<file path="src/rtl/wl_seq_decoder_if.sv">
// Bus between the RAM access controller (master) and the wordline sequencer (slave):
// request handshake plus the array control pins the sequencer drives.
interface wl_seq_decoder_if #(
    parameter int ROWS   = 8,
    parameter int ADDR_W = $clog2(ROWS)
);
    logic              en;
    logic              req;
    logic              we;
    logic [ADDR_W-1:0] addr;
    logic              ready;
    logic              busy;
    logic              precharge;
    logic [ROWS-1:0]   wl;
    logic              wr_en;
    logic              sense_en;
    logic              done;
    logic              error;

    modport master (
        output en, req, we, addr,
        input  ready, busy, precharge, wl, wr_en, sense_en, done, error
    );

    modport slave (
        input  en, req, we, addr,
        output ready, busy, precharge, wl, wr_en, sense_en, done, error
    );
endinterface

</file>
<file path="src/rtl/wl_seq_decoder.sv">
// Sequenced row decoder: precharge, then a one-hot wordline, then a sense strobe (read)
// or write enable (write). Every array pin is a flop, so the pins cannot glitch.
module wl_seq_decoder #(
    parameter int ROWS       = 8,
    parameter int ADDR_W     = $clog2(ROWS),
    parameter int PRE_CYCLES = 1,
    parameter int WL_CYCLES  = 2
) (
    input  logic            clk,
    input  logic            rst,
    wl_seq_decoder_if.slave bus
);
    localparam int MAX_CYCLES = (PRE_CYCLES > WL_CYCLES) ? PRE_CYCLES : WL_CYCLES;
    localparam int CNT_W      = $clog2(MAX_CYCLES + 1);

    // The counter holds the cycles remaining after the current one, so zero means exit now.
    localparam logic [CNT_W-1:0] PRE_LOAD = CNT_W'(PRE_CYCLES - 1);
    localparam logic [CNT_W-1:0] WL_LOAD  = CNT_W'(WL_CYCLES - 1);
    localparam logic [CNT_W-1:0] CNT_ONE  = CNT_W'(1);
    localparam logic [31:0]      ROWS_U   = 32'(ROWS);
    localparam logic [ROWS-1:0]  WL_ONE   = {{(ROWS-1){1'b0}}, 1'b1};

    typedef enum logic [2:0] {
        IDLE,
        PRE,
        ACT,
        SENSE,
        DONE
    } state_t;

    state_t            state_q, state_d;
    logic [CNT_W-1:0]  cnt_q, cnt_d;
    logic [ADDR_W-1:0] row_q, row_d;
    logic              we_q, we_d;
    logic              err_q, err_d;

    logic              ready_q, ready_d;
    logic              busy_q, busy_d;
    logic              precharge_q, precharge_d;
    logic [ROWS-1:0]   wl_q, wl_d;
    logic              wr_en_q, wr_en_d;
    logic              sense_en_q, sense_en_d;
    logic              done_q, done_d;
    logic              error_q, error_d;

    logic [31:0]       addrWide;
    logic              addrInRange;

    assign addrWide    = 32'(bus.addr);
    assign addrInRange = (addrWide < ROWS_U);

    always_comb begin
        state_d = state_q;
        cnt_d   = cnt_q;
        row_d   = row_q;
        we_d    = we_q;
        err_d   = err_q;

        case (state_q)
            IDLE: begin
                if (bus.en && bus.req) begin
                    row_d = bus.addr;
                    we_d  = bus.we;
                    if (addrInRange) begin
                        state_d = PRE;
                        cnt_d   = PRE_LOAD;
                        err_d   = 1'b0;
                    end else begin
                        state_d = DONE;
                        cnt_d   = '0;
                        err_d   = 1'b1;
                    end
                end
            end
            PRE: begin
                if (cnt_q == '0) begin
                    state_d = ACT;
                    cnt_d   = WL_LOAD;
                end else begin
                    cnt_d = cnt_q - CNT_ONE;
                end
            end
            ACT: begin
                if (cnt_q == '0) begin
                    state_d = we_q ? DONE : SENSE;
                    cnt_d   = '0;
                end else begin
                    cnt_d = cnt_q - CNT_ONE;
                end
            end
            SENSE: begin
                state_d = DONE;
                cnt_d   = '0;
            end
            DONE: begin
                state_d = IDLE;
                cnt_d   = '0;
                err_d   = 1'b0;
            end
            default: begin
                state_d = IDLE;
                cnt_d   = '0;
                err_d   = 1'b0;
            end
        endcase

        // Dropping enable abandons the access outright: no done, no error, nothing resumed.
        if (!bus.en && (state_q != IDLE)) begin
            state_d = IDLE;
            cnt_d   = '0;
            err_d   = 1'b0;
        end
    end

    always_comb begin
        ready_d     = (state_d == IDLE);
        busy_d      = (state_d != IDLE);
        precharge_d = (state_d == PRE);
        wl_d        = ((state_d == ACT) || (state_d == SENSE)) ? (WL_ONE << row_d) : '0;
        wr_en_d     = (state_d == ACT) && we_d;
        sense_en_d  = (state_d == SENSE);
        done_d      = (state_d == DONE);
        error_d     = (state_d == DONE) && err_d;
    end

    // Outputs are registered from the next-state decode so they line up with the state flops.
    always_ff @(posedge clk) begin
        if (rst) begin
            state_q     <= IDLE;
            cnt_q       <= '0;
            row_q       <= '0;
            we_q        <= 1'b0;
            err_q       <= 1'b0;
            ready_q     <= 1'b1;
            busy_q      <= 1'b0;
            precharge_q <= 1'b0;
            wl_q        <= '0;
            wr_en_q     <= 1'b0;
            sense_en_q  <= 1'b0;
            done_q      <= 1'b0;
            error_q     <= 1'b0;
        end else begin
            state_q     <= state_d;
            cnt_q       <= cnt_d;
            row_q       <= row_d;
            we_q        <= we_d;
            err_q       <= err_d;
            ready_q     <= ready_d;
            busy_q      <= busy_d;
            precharge_q <= precharge_d;
            wl_q        <= wl_d;
            wr_en_q     <= wr_en_d;
            sense_en_q  <= sense_en_d;
            done_q      <= done_d;
            error_q     <= error_d;
        end
    end

    assign bus.ready     = ready_q;
    assign bus.busy      = busy_q;
    assign bus.precharge = precharge_q;
    assign bus.wl        = wl_q;
    assign bus.wr_en     = wr_en_q;
    assign bus.sense_en  = sense_en_q;
    assign bus.done      = done_q;
    assign bus.error     = error_q;
endmodule

</file>
<file path="src/flat_wrapper.sv">
// flat-port wrapper written by rule: the top's interface ports become plain ports
module wl_seq_decoder_flat 
#(
    parameter int ROWS       = 8,
    parameter int ADDR_W     = $clog2(ROWS),
    parameter int PRE_CYCLES = 1,
    parameter int WL_CYCLES  = 2
)
  (clk, rst, bus_en, bus_req, bus_we, bus_addr, bus_ready, bus_busy, bus_precharge, bus_wl, bus_wr_en, bus_sense_en, bus_done, bus_error);
  wl_seq_decoder_if #(.ROWS(ROWS), .ADDR_W(ADDR_W)) bus_i ();
  input  logic clk;
  input  logic rst;
  input wire logic [$bits(bus_i.en)-1:0] bus_en;
  input wire logic [$bits(bus_i.req)-1:0] bus_req;
  input wire logic [$bits(bus_i.we)-1:0] bus_we;
  input wire logic [$bits(bus_i.addr)-1:0] bus_addr;
  output wire logic [$bits(bus_i.ready)-1:0] bus_ready;
  output wire logic [$bits(bus_i.busy)-1:0] bus_busy;
  output wire logic [$bits(bus_i.precharge)-1:0] bus_precharge;
  output wire logic [$bits(bus_i.wl)-1:0] bus_wl;
  output wire logic [$bits(bus_i.wr_en)-1:0] bus_wr_en;
  output wire logic [$bits(bus_i.sense_en)-1:0] bus_sense_en;
  output wire logic [$bits(bus_i.done)-1:0] bus_done;
  output wire logic [$bits(bus_i.error)-1:0] bus_error;
  assign bus_i.en = bus_en;
  assign bus_i.req = bus_req;
  assign bus_i.we = bus_we;
  assign bus_i.addr = bus_addr;
  assign bus_ready = bus_i.ready;
  assign bus_busy = bus_i.busy;
  assign bus_precharge = bus_i.precharge;
  assign bus_wl = bus_i.wl;
  assign bus_wr_en = bus_i.wr_en;
  assign bus_sense_en = bus_i.sense_en;
  assign bus_done = bus_i.done;
  assign bus_error = bus_i.error;
  wl_seq_decoder #(.ROWS(ROWS), .ADDR_W(ADDR_W), .PRE_CYCLES(PRE_CYCLES), .WL_CYCLES(WL_CYCLES)) u_core (.clk(clk), .rst(rst), .bus(bus_i));
endmodule
</file>
<file path="config.mk">
export PLATFORM = sky130hd
export DESIGN_NAME = wl_seq_decoder_flat
export DESIGN_NICKNAME = d
export VERILOG_FILES = /design/src/rtl/wl_seq_decoder_if.sv /design/src/rtl/wl_seq_decoder.sv /design/src/flat_wrapper.sv
export SDC_FILE = /design/constraint.sdc
export NUM_CORES = 1
export LEC_CHECK = 0
export ABC_AREA = 1
export CAP_MARGIN = 20
export CORE_UTILIZATION = 30
export CTS_BUF_LIST = sky130_fd_sc_hd__clkbuf_4 sky130_fd_sc_hd__clkbuf_8 sky130_fd_sc_hd__clkbuf_16
export CTS_CLUSTER_DIAMETER = 60
export CTS_CLUSTER_SIZE = 16
export DETAILED_ROUTE_END_ITERATION = 10
export HOLD_SLACK_MARGIN = 0.05
export PLACE_DENSITY = 0.55
export RECOVER_POWER = 50
export SLEW_MARGIN = 20
export SYNTH_ARGS = -nofsm -noshare
export SYNTH_HDL_FRONTEND = slang
export SYNTH_SLANG_ARGS = --single-unit
export TNS_END_PERCENT = 5
</file>
<file path="constraint.sdc">
create_clock -name clk -period 2.5 [get_ports clk]
set_clock_uncertainty 0.05 [all_clocks]
set_input_delay 0.25 -clock clk [delete_from_list [all_inputs] [get_ports clk]]
set_output_delay 0.25 -clock clk [all_outputs]
set_load 0.03 [all_outputs]
</file>
==> results of run 1 <==
-- cell families (layout without fill, tap and decap cells) --
logic type	after synthesis	count (layout)
and+or+nand+nor	68	68
DFF	25	25
buffers and inverters	18	44
AOI/OAI and AO/OA	10	10
-- through the flow --
step	util	setup WS, ps
detailed placement	0.4085	799.7
floorplan	-	1317
CTS	0.4183	870.5
global route	0.4045	523.6
global placement	0.4085	846.3
finish	0.4045	787.4
-- flip-flops by register name, indices dropped and copies added, names as in the netlist --
register,flops
u_core.state_q,3
u_core.we_q,1
u_core.bus.precharge,1
u_core.bus.error,1
u_core.bus.ready,1
u_core.bus.done,1
u_core.bus.busy,1
u_core.row_q,3
u_core.cnt_q,2
u_core.bus.sense_en,1
u_core.bus.wr_en,1
u_core.err_q,1
u_core.bus.wl,8
-- area by class of cell --
| class | count | area, µm² | area share |
|---|---|---|---|
| Inverter | 18 | 67.56 | 0.05427 |
| Clock inverter | 1 | 7.507 | 0.006030 |
| Tap cell | 44 | 55.05 | 0.04422 |
| Sequential cell | 25 | 500.5 | 0.4020 |
| Timing Repair Buffer | 22 | 220.2 | 0.1769 |
| Clock buffer | 3 | 22.52 | 0.01809 |
| Multi-Input combinational cell | 78 | 371.6 | 0.2985 |
-- final timing paths --
kind                          start               end  cells past startpoint
setup / recovery  u_core.state_q[0]  u_core.bus.wl[1]                      8
hold / removal      u_core.cnt_q[1]   u_core.cnt_q[1]                      2
setup reg to reg  u_core.state_q[0]  u_core.bus.wl[1]                      8
hold reg to reg     u_core.cnt_q[1]   u_core.cnt_q[1]                      2
-- cell usage after synthesis --
cell type,count,share of area
dfxtp_1,25,0.51
nor2_1,24,0.092
nand2_1,19,0.073
inv_1,16,0.061
nand3_1,9,0.046
nand2_2,6,0.038
a21oi_1,3,0.015
nand4_1,3,0.019
o21ai_0,3,0.015
inv_2,2,0.0076
nor2_2,2,0.013
o21ai_2,2,0.018
a21oi_4,1,0.017
a31oi_1,1,0.0064
nand2_4,1,0.011
nand3_2,1,0.010
nor2_4,1,0.011
nor2_8,1,0.020
nor3_4,1,0.017
-- power by group through the flow --
stage / clock (mW) / combinational [mW] / sequential (mW)
final: 0.179 / 0.147 / 0.424
after global routing: 0.205 / 0.164 / 0.426
after CTS: 0.190 / 0.160 / 0.425
after detailed placement: 0 / 0.159 / 0.434
after global placement: 0 / 0.159 / 0.434
after floorplan: 0 / 0.0915 / 0.452
-- worst max-delay path, delay by kind of cell (launching register included) --
family / cells / cell delay, ps
simple gates: 6 / 900
flops: 1 / 360
buf+inv: 1 / 120
compound gates: 1 / 190
-- routing by layer --
layer  track usage  wire length, µm
met1        0.1438              866
met2        0.2022              815
met3       0.04148              112
met4       0.04082                9
met5             0                0
==> run metrics, run 1 <==
gpl congestion 0.8299; Slew headroom 0.6985; fin area 1245 µm²; Net Count, Synth 129; wire per inst 9.445 µm; Worst path max stage delay 360 ps; CP Launch Type flop; worst-path maximum fanout 5; vias per cell 4.136; Hold Vio Cnt, Final 0; Congestion Overflow GR 0; mux contribution to synthesized area 0; commonest non-fill, non-tap cells in the layout nor2_1 (27), dfxtp_1 (25), clkdlybuf4s50_1 (22); Max Root-Sink Buffers 2; Design Power 749.5 µW; Inserted Clock Buffers 3; # placed instances 187; outcome completed; setup TNS 0 ps; WP data arrival 1890 ps; DP HPWL 1436 µm; die width 59.22 µm; Net Sw Frac 0.2924; vias in the first global route 738; # hold bufs at CTS 0; Ports 23; synthesized area 982.2 µm²; Max VDD drop 0.2647 mV; crit path cell chain nor2_1 -> nand2_1 -> nor2_1 -> nand2_1 -> o21ai_0 -> inv_1 -> nand2_1 -> nor2_1; setup bufs post-CTS 0; Tightest Pin Transition 447.5 ps; Tightest Hold Check Type flop to flop; xor and xnor area share after synthesis 0; Sink Count 25; Period Utilization, post-route 0.6850; CP Class flop to flop; sequential share of power 0.565; root buffer cell clkbuf_4; final wirelength 1804 µm; fin. max-slew vios 0; Comb power frac 0.196; sequential share of the synthesized area 0.5096; Die Span Y 59.22 µm; Tot GR Track Use 0.1208; Starting Density 0.3191; non-filler cells, final 191; clk_lat worst skew 310 ps; CTS tree done; max cap viols 0; Remaining DRCs 0; largest family of logic cells by synthesized area simple AND/OR/NAND/NOR gates; Clock transition at path regs 140 ps; initial DRC count 15; Mean Syn Cell Area 8.117 µm²; CP endpoint kind flop; Yosys cell types 19; row cnt 20; Synthesis Warnings 0; Core Box Area 3078 µm²; WP data required 2670 ps; cell count after synthesis 121; Worst Hold Slack 424.6 ps; layout cells sized above 1 0.1088; post-synthesis simple-gate area fraction 0.3503; htree depth 1; R2R Setup Slk 790 ps; post-synthesis compound-gate area fraction 0.07134; P_int 530.3 µW; post_cts resized 0; drt pass-1 iters 4; DR vias 790; Die ar. 3507 µm²; Net Sw Power 219.2 µW; Pleak 0.5511 nW; final antenna diode count 0; first-pass GRT wire length 3118 µm; clock power share 0.238; RSZ-0062 raised after global routing no; largest net degree at the start of global routing 16; number of port buffers 22; fin crit period 1713 ps; Fmax 583.9 MHz; Area Growth Syn to Fin 26.75%; Nets 156; Cell Pwr Density 602.0 nW/µm²; CP max stage cell dfxtp_1; post-route antenna net violation count 0; # setup viols final 0; commonest non-fill, non-tap cell in the layout nor2_1; initial antenna violation count 0; FF+latch count, synth 25; Adder-Cell Fraction of Synth Area 0; Placed Area 1257 µm²; fillcell total 345
Power figures use the tool's default switching activity.
==> run 2, diff against run 1 <==
Settings changed: PLACE_DENSITY 0.55 to 0.57.
Clock period 2.5 ns to 1.4 ns, I/O delays scaled along.
==> run metrics, run 2 (synthesis gave the netlist of run 1 again) <==
RSZ-0062 raised after global routing yes; WP data arrival 1550 ps (-340 ps); P_int 1.007 mW (+90%); Starting Density 0.3191 (unchanged); htree depth 1 (unchanged); # placed instances 194 (+3.7%); Max Root-Sink Buffers 2 (unchanged); Net Sw Frac 0.2886 (-0.003766); final wirelength 2012 µm (+12%); Net Sw Power 408.7 µW (+86%); Period Utilization, post-route 0.9604 (+0.2753); Tot GR Track Use 0.1256 (+0.004726); non-filler cells, final 202 (+5.8%); Ports 23 (unchanged); outcome completed; fin area 1368 µm² (+9.8%); DP HPWL 1509 µm (+5.1%); CP endpoint kind flop; DR vias 867 (+9.7%); clock power share 0.234 (-0.004); Congestion Overflow GR 0 (unchanged); clk_lat worst skew 320 ps (about the same); die width 59.22 µm (unchanged); Largest register FFs 8 (unchanged); first-pass GRT wire length 3249 µm (+4.2%); Hold Vio Cnt, Final 0 (unchanged); row cnt 20 (unchanged); # hold bufs at CTS 0 (unchanged); WP data required 1610 ps (-1060 ps); commonest non-fill, non-tap cells in the layout nor2_1 (23), dfxtp_1 (22), nand2_1 (19); Nets 167 (+7.1%); initial DRC count 11 (-4); # setup viols final 0 (unchanged); vias per cell 4.292 (+3.8%); wire per inst 9.960 µm (+5.5%); Inserted Clock Buffers 3 (unchanged); Tightest Hold Check Type input pin to flop; Core Box Area 3078 µm² (unchanged); drt pass-1 iters 4 (unchanged); Design Power 1.416 mW (+89%); area of the multi-input gates 426.7 µm² (+15%); largest net degree at the start of global routing 14 (-2); CP Launch Type flop; sequential cell area 504.2 µm² (+0.75%); sequential share of power 0.537 (-0.028); Fmax 743.7 MHz (+27%); commonest non-fill, non-tap cell in the layout nor2_1; fillcell total 324 (-6.1%); CP Class flop to flop; final antenna diode count 0 (unchanged); Area Growth Syn to Fin 39.24%; Pleak 0.6890 nW (+25%); fin. max-slew vios 0 (unchanged); Slew headroom 0.7881 (+0.08955); Die ar. 3507 µm² (unchanged); number of port buffers 22 (unchanged); Placed Area 1310 µm² (+4.2%); root buffer cell clkbuf_4; gpl congestion 0.7753 (-6.6%); layout cells sized above 1 0.2468 (+0.1380); Cell Pwr Density 1035 nW/µm² (+72%); Comb power frac 0.229 (+0.033); initial antenna violation count 0 (unchanged); fin crit period 1345 ps (-368.1 ps); Max VDD drop 0.7048 mV (+170%); worst-path maximum fanout 6 (+1); CTS tree done; Remaining DRCs 0 (unchanged); post-route antenna net violation count 0 (unchanged); Clock transition at path regs 130 ps (about the same); Tightest Pin Transition 319.1 ps (-128.3 ps); Sink Count 25 (unchanged); Die Span Y 59.22 µm (unchanged); max cap viols 0 (unchanged); final design utilization 0.4443 (+0.03984); vias in the first global route 776 (+5.1%)
[run 2: cell count changes in the layout (fill, tap and decap cells not counted), moves of 2 or more]
cell | before | now
buf_4 | 0 | 11
clkdlybuf4s50_1 | 22 | 7
dfxtp_1 | 25 | 22
nor2_1 | 27 | 23
nand3_2 | 0 | 3
dfxtp_2 | 0 | 3
nor2_2 | 1 | 3
dlygate4sd2_1 | 0 | 15
nand3_1 | 10 | 7
[run 2: cell type report]
| class | instances | area share |
|---|---|---|
| clock buffer | 4 | 0.02196 |
| sequential | 25 | 0.3687 |
| tap | 44 | 0.04026 |
| inverter | 18 | 0.04941 |
| timing repair buffer | 33 | 0.2077 |
| multi-input combinational | 78 | 0.3120 |
[run 2: final timing paths]
path                      from                to  slack [ps]  depth (start not counted)
min reg2reg       u_core.err_q      u_core.err_q         440                          2
max          u_core.state_q[1]  u_core.bus.error          60                          6
min                bus_addr[2]   u_core.row_q[2]         380                          3
max reg2reg  u_core.state_q[1]  u_core.bus.error          60                          6
[run 2: power groups by stage]
stage	clock, mW	combinational, mW	sequential, mW
5_1_grt	0.372	0.358	0.764
3_5_place_dp	0	0.311	0.775
6_report	0.331	0.325	0.760
4_1_cts	0.344	0.300	0.759
2_1_floorplan	0	0.163	0.807
3_3_place_gp	0	0.308	0.774
[run 2: stage by stage]
stage          TNS (ps)  hold WS, ps  worst slack (ps)
2_1_floorplan         0        156.8             217.5
4_1_cts               0        383.7             7.386
5_1_grt          -488.8        379.2            -54.91
6_report              0        380.6             55.46
3_3_place_gp      -1357        405.2            -144.0
3_5_place_dp      -1825        412.8            -170.9
[run 2: timing repair]
item	4_1_cts	5_1_grt
setup endpoints to repair	15	13
pin swaps	0	5
gates cloned	0	0
resized for setup	15	6
buffers inserted	0	4
[run 2: layer usage]
metal	global-route usage	up-vias	share of wire
li1	-	451	-
met1	0.1345	394	0.45
met2	0.2183	20	0.48
met3	0.05022	2	0.059
met4	0.05102	0	0.0099
met5	0	-	0
[run 2: critical path: stages, from the launching register on]
cell and delay (ps):
dfxtp_2 350, inv_2 130, buf_4 140, a21oi_1 70
nor2_1 260, nand4_1 170, nor2_1 120
==> run 3, diff against run 2 <==
Settings changed: SETUP_SLACK_MARGIN set to 0.1.
==> run metrics, run 3 (synthesis gave the netlist of run 1 again) <==
WHS Path Cells 3 (unchanged); Period Utilization, post-route 0.9608 (about the same); final wirelength 2000 µm (-0.60%); wire per inst 9.901 µm (-0.60%); layout cells sized above 1 0.2595 (+0.01266); worst-path maximum fanout 4 (-2); outcome completed; Hold Vio Cnt, Final 0 (unchanged); gpl congestion 0.7753 (unchanged); Starting Density 0.3191 (unchanged); CP Class flop to flop; final design utilization 0.4467 (+0.002439); Clock transition at path regs 130 ps (about the same); CP Launch Type flop; commonest non-fill, non-tap cells in the layout nor2_1 (22), dfxtp_1 (22), nand2_1 (18); fin area 1375 µm² (+0.55%); Max Root-Sink Buffers 2 (unchanged); # setup viols final 0 (unchanged); Tightest Pin Transition 318.7 ps (-0.4344 ps); Core Box Area 3078 µm² (unchanged); clock power share 0.232 (-0.002); beginning of the worst hold path bus_addr[2]; DR vias 881 (+1.6%); Nets 167 (unchanged); Max VDD drop 0.7063 mV (+0.21%); max cap viols 0 (unchanged); Inserted Clock Buffers 3 (unchanged); fin crit period 1345 ps (+0.5961 ps); initial antenna violation count 0 (unchanged); vias per cell 4.361 (+1.6%); Die ar. 3507 µm² (unchanged); Pleak 0.6911 nW (+0.31%); row cnt 20 (unchanged); first-pass GRT wire length 3291 µm (+1.3%); fin. max-slew vios 0 (unchanged); number of port buffers 22 (unchanged); Reg-to-Reg Start u_core.state_q[2]; vias in the first global route 775 (-0.13%); R2R Setup Slk 50 ps (about the same); Largest register FFs 8 (unchanged); # hold bufs at CTS 0 (unchanged); Die Span Y 59.22 µm (unchanged); Remaining DRCs 0 (unchanged); htree depth 1 (unchanged); Comb power frac 0.231 (+0.002); CTS tree done; Tightest Hold Check Type input pin to flop; DP HPWL 1509 µm (unchanged); WHS Endpoint u_core.row_q[2]; Design Power 1.417 mW (about the same); Net Sw Power 408.6 µW (about the same); WP data arrival 1520 ps (-30 ps); Tot GR Track Use 0.1270 (+0.001380); wl on met1 905 µm (+0.22%); RSZ-0062 raised after global routing yes; initial DRC count 14 (+3); Sink Count 25 (unchanged); DR WL met3 114 µm (-4.2%); clk_lat worst skew 310 ps (about the same); top layer in use met4; P_int 1.008 mW (about the same); Congestion Overflow GR 0 (unchanged); Net Sw Frac 0.2884 (about the same); Slew headroom 0.7884 (about the same); metal2 WL 947 µm (-2.2%); sequential share of power 0.537 (about the same); Ports 23 (unchanged); r2r endpoint u_core.bus.precharge; Area Growth Syn to Fin 40.00%; Placed Area 1310 µm² (unchanged); Cell Pwr Density 1030 nW/µm² (-0.49%); Fmax 743.4 MHz (about the same); R2R depth 7 (+1); drt pass-1 iters 4 (unchanged); largest net degree at the start of global routing 14 (unchanged); root buffer cell clkbuf_4; WP data required 1580 ps (-30 ps); final antenna diode count 0 (unchanged); CP endpoint kind flop; die width 59.22 µm (unchanged); post-route antenna net violation count 0 (unchanged)
[run 3: critical path, stage by stage (launching register included)]
cell     delay (ps)
dfxtp_2         370
inv_1           120
nand3_2         120
nand2_2         110
nand2_2          70
nor3_4          240
buf_4           150
nor2_1           40
[run 3: stage by stage]
step | hold WS, ps | worst slack (ps) | TNS [ps] | cells
floorplan | 156.8 | 217.5 | 0 | 121
global placement | 405.2 | -144.0 | -1357 | 194
detailed placement | 412.8 | -170.9 | -1825 | 194
CTS | 383.1 | 38.26 | 0 | 198
global route | 379.0 | -52.24 | -340.1 | 202
finish | 386.0 | 54.86 | 0 | 202
[run 3: worst max-delay path by stage]
stage | from | end | slack [ps] | cells past startpoint
after global placement | bus_en | u_core.bus.precharge | -140 | 8
after floorplan | u_core.state_q[0] | u_core.bus.wl[3] | 220 | 8
after global routing | u_core.state_q[2] | u_core.bus.wl[6] | -50 | 7
final | u_core.state_q[2] | u_core.bus.precharge | 50 | 7
after detailed placement | bus_en | u_core.bus.precharge | -170 | 8
after CTS | u_core.state_q[2] | u_core.bus.wl[2] | 40 | 6
[run 3: power by group through the flow]
| stage | Sequential, mW | Clock [mW] | Combinational [mW] |
|---|---|---|---|
| final | 0.761 | 0.329 | 0.327 |
| after global routing | 0.765 | 0.372 | 0.361 |
| after CTS | 0.759 | 0.344 | 0.300 |
| after detailed placement | 0.775 | 0 | 0.311 |
| after global placement | 0.774 | 0 | 0.308 |
| after floorplan | 0.807 | 0 | 0.163 |
[run 3: what timing repair did]
| action | CTS | global route |
|---|---|---|
| gates resized for setup | 18 | 7 |
| endpoints found under the hold margin | 0 | 0 |
| pin swaps | 2 | 9 |
| setup endpoints to repair | 28 | 22 |
| buffers inserted | 0 | 4 |
[run 3: routing by layer]
| layer | vias to the layer above | GRT usage |
|---|---|---|
| met2 | 19 | 0.2199 |
| met1 | 404 | 0.1372 |
| met3 | 5 | 0.05022 |
| met4 | 0 | 0.05102 |
| met5 | - | 0 |
| li1 | 453 | - |
[run 3: final cells by class]
| class | instances | area (µm²) |
|---|---|---|
| flip-flops and latches | 25 | 504.2 |
| inverters | 18 | 70.07 |
| fillers | 324 | 1703 |
| multi-input cells | 78 | 431.7 |
| well taps | 44 | 55.05 |
| repair buffers | 33 | 284.0 |
| clock buffers | 4 | 30.03 |
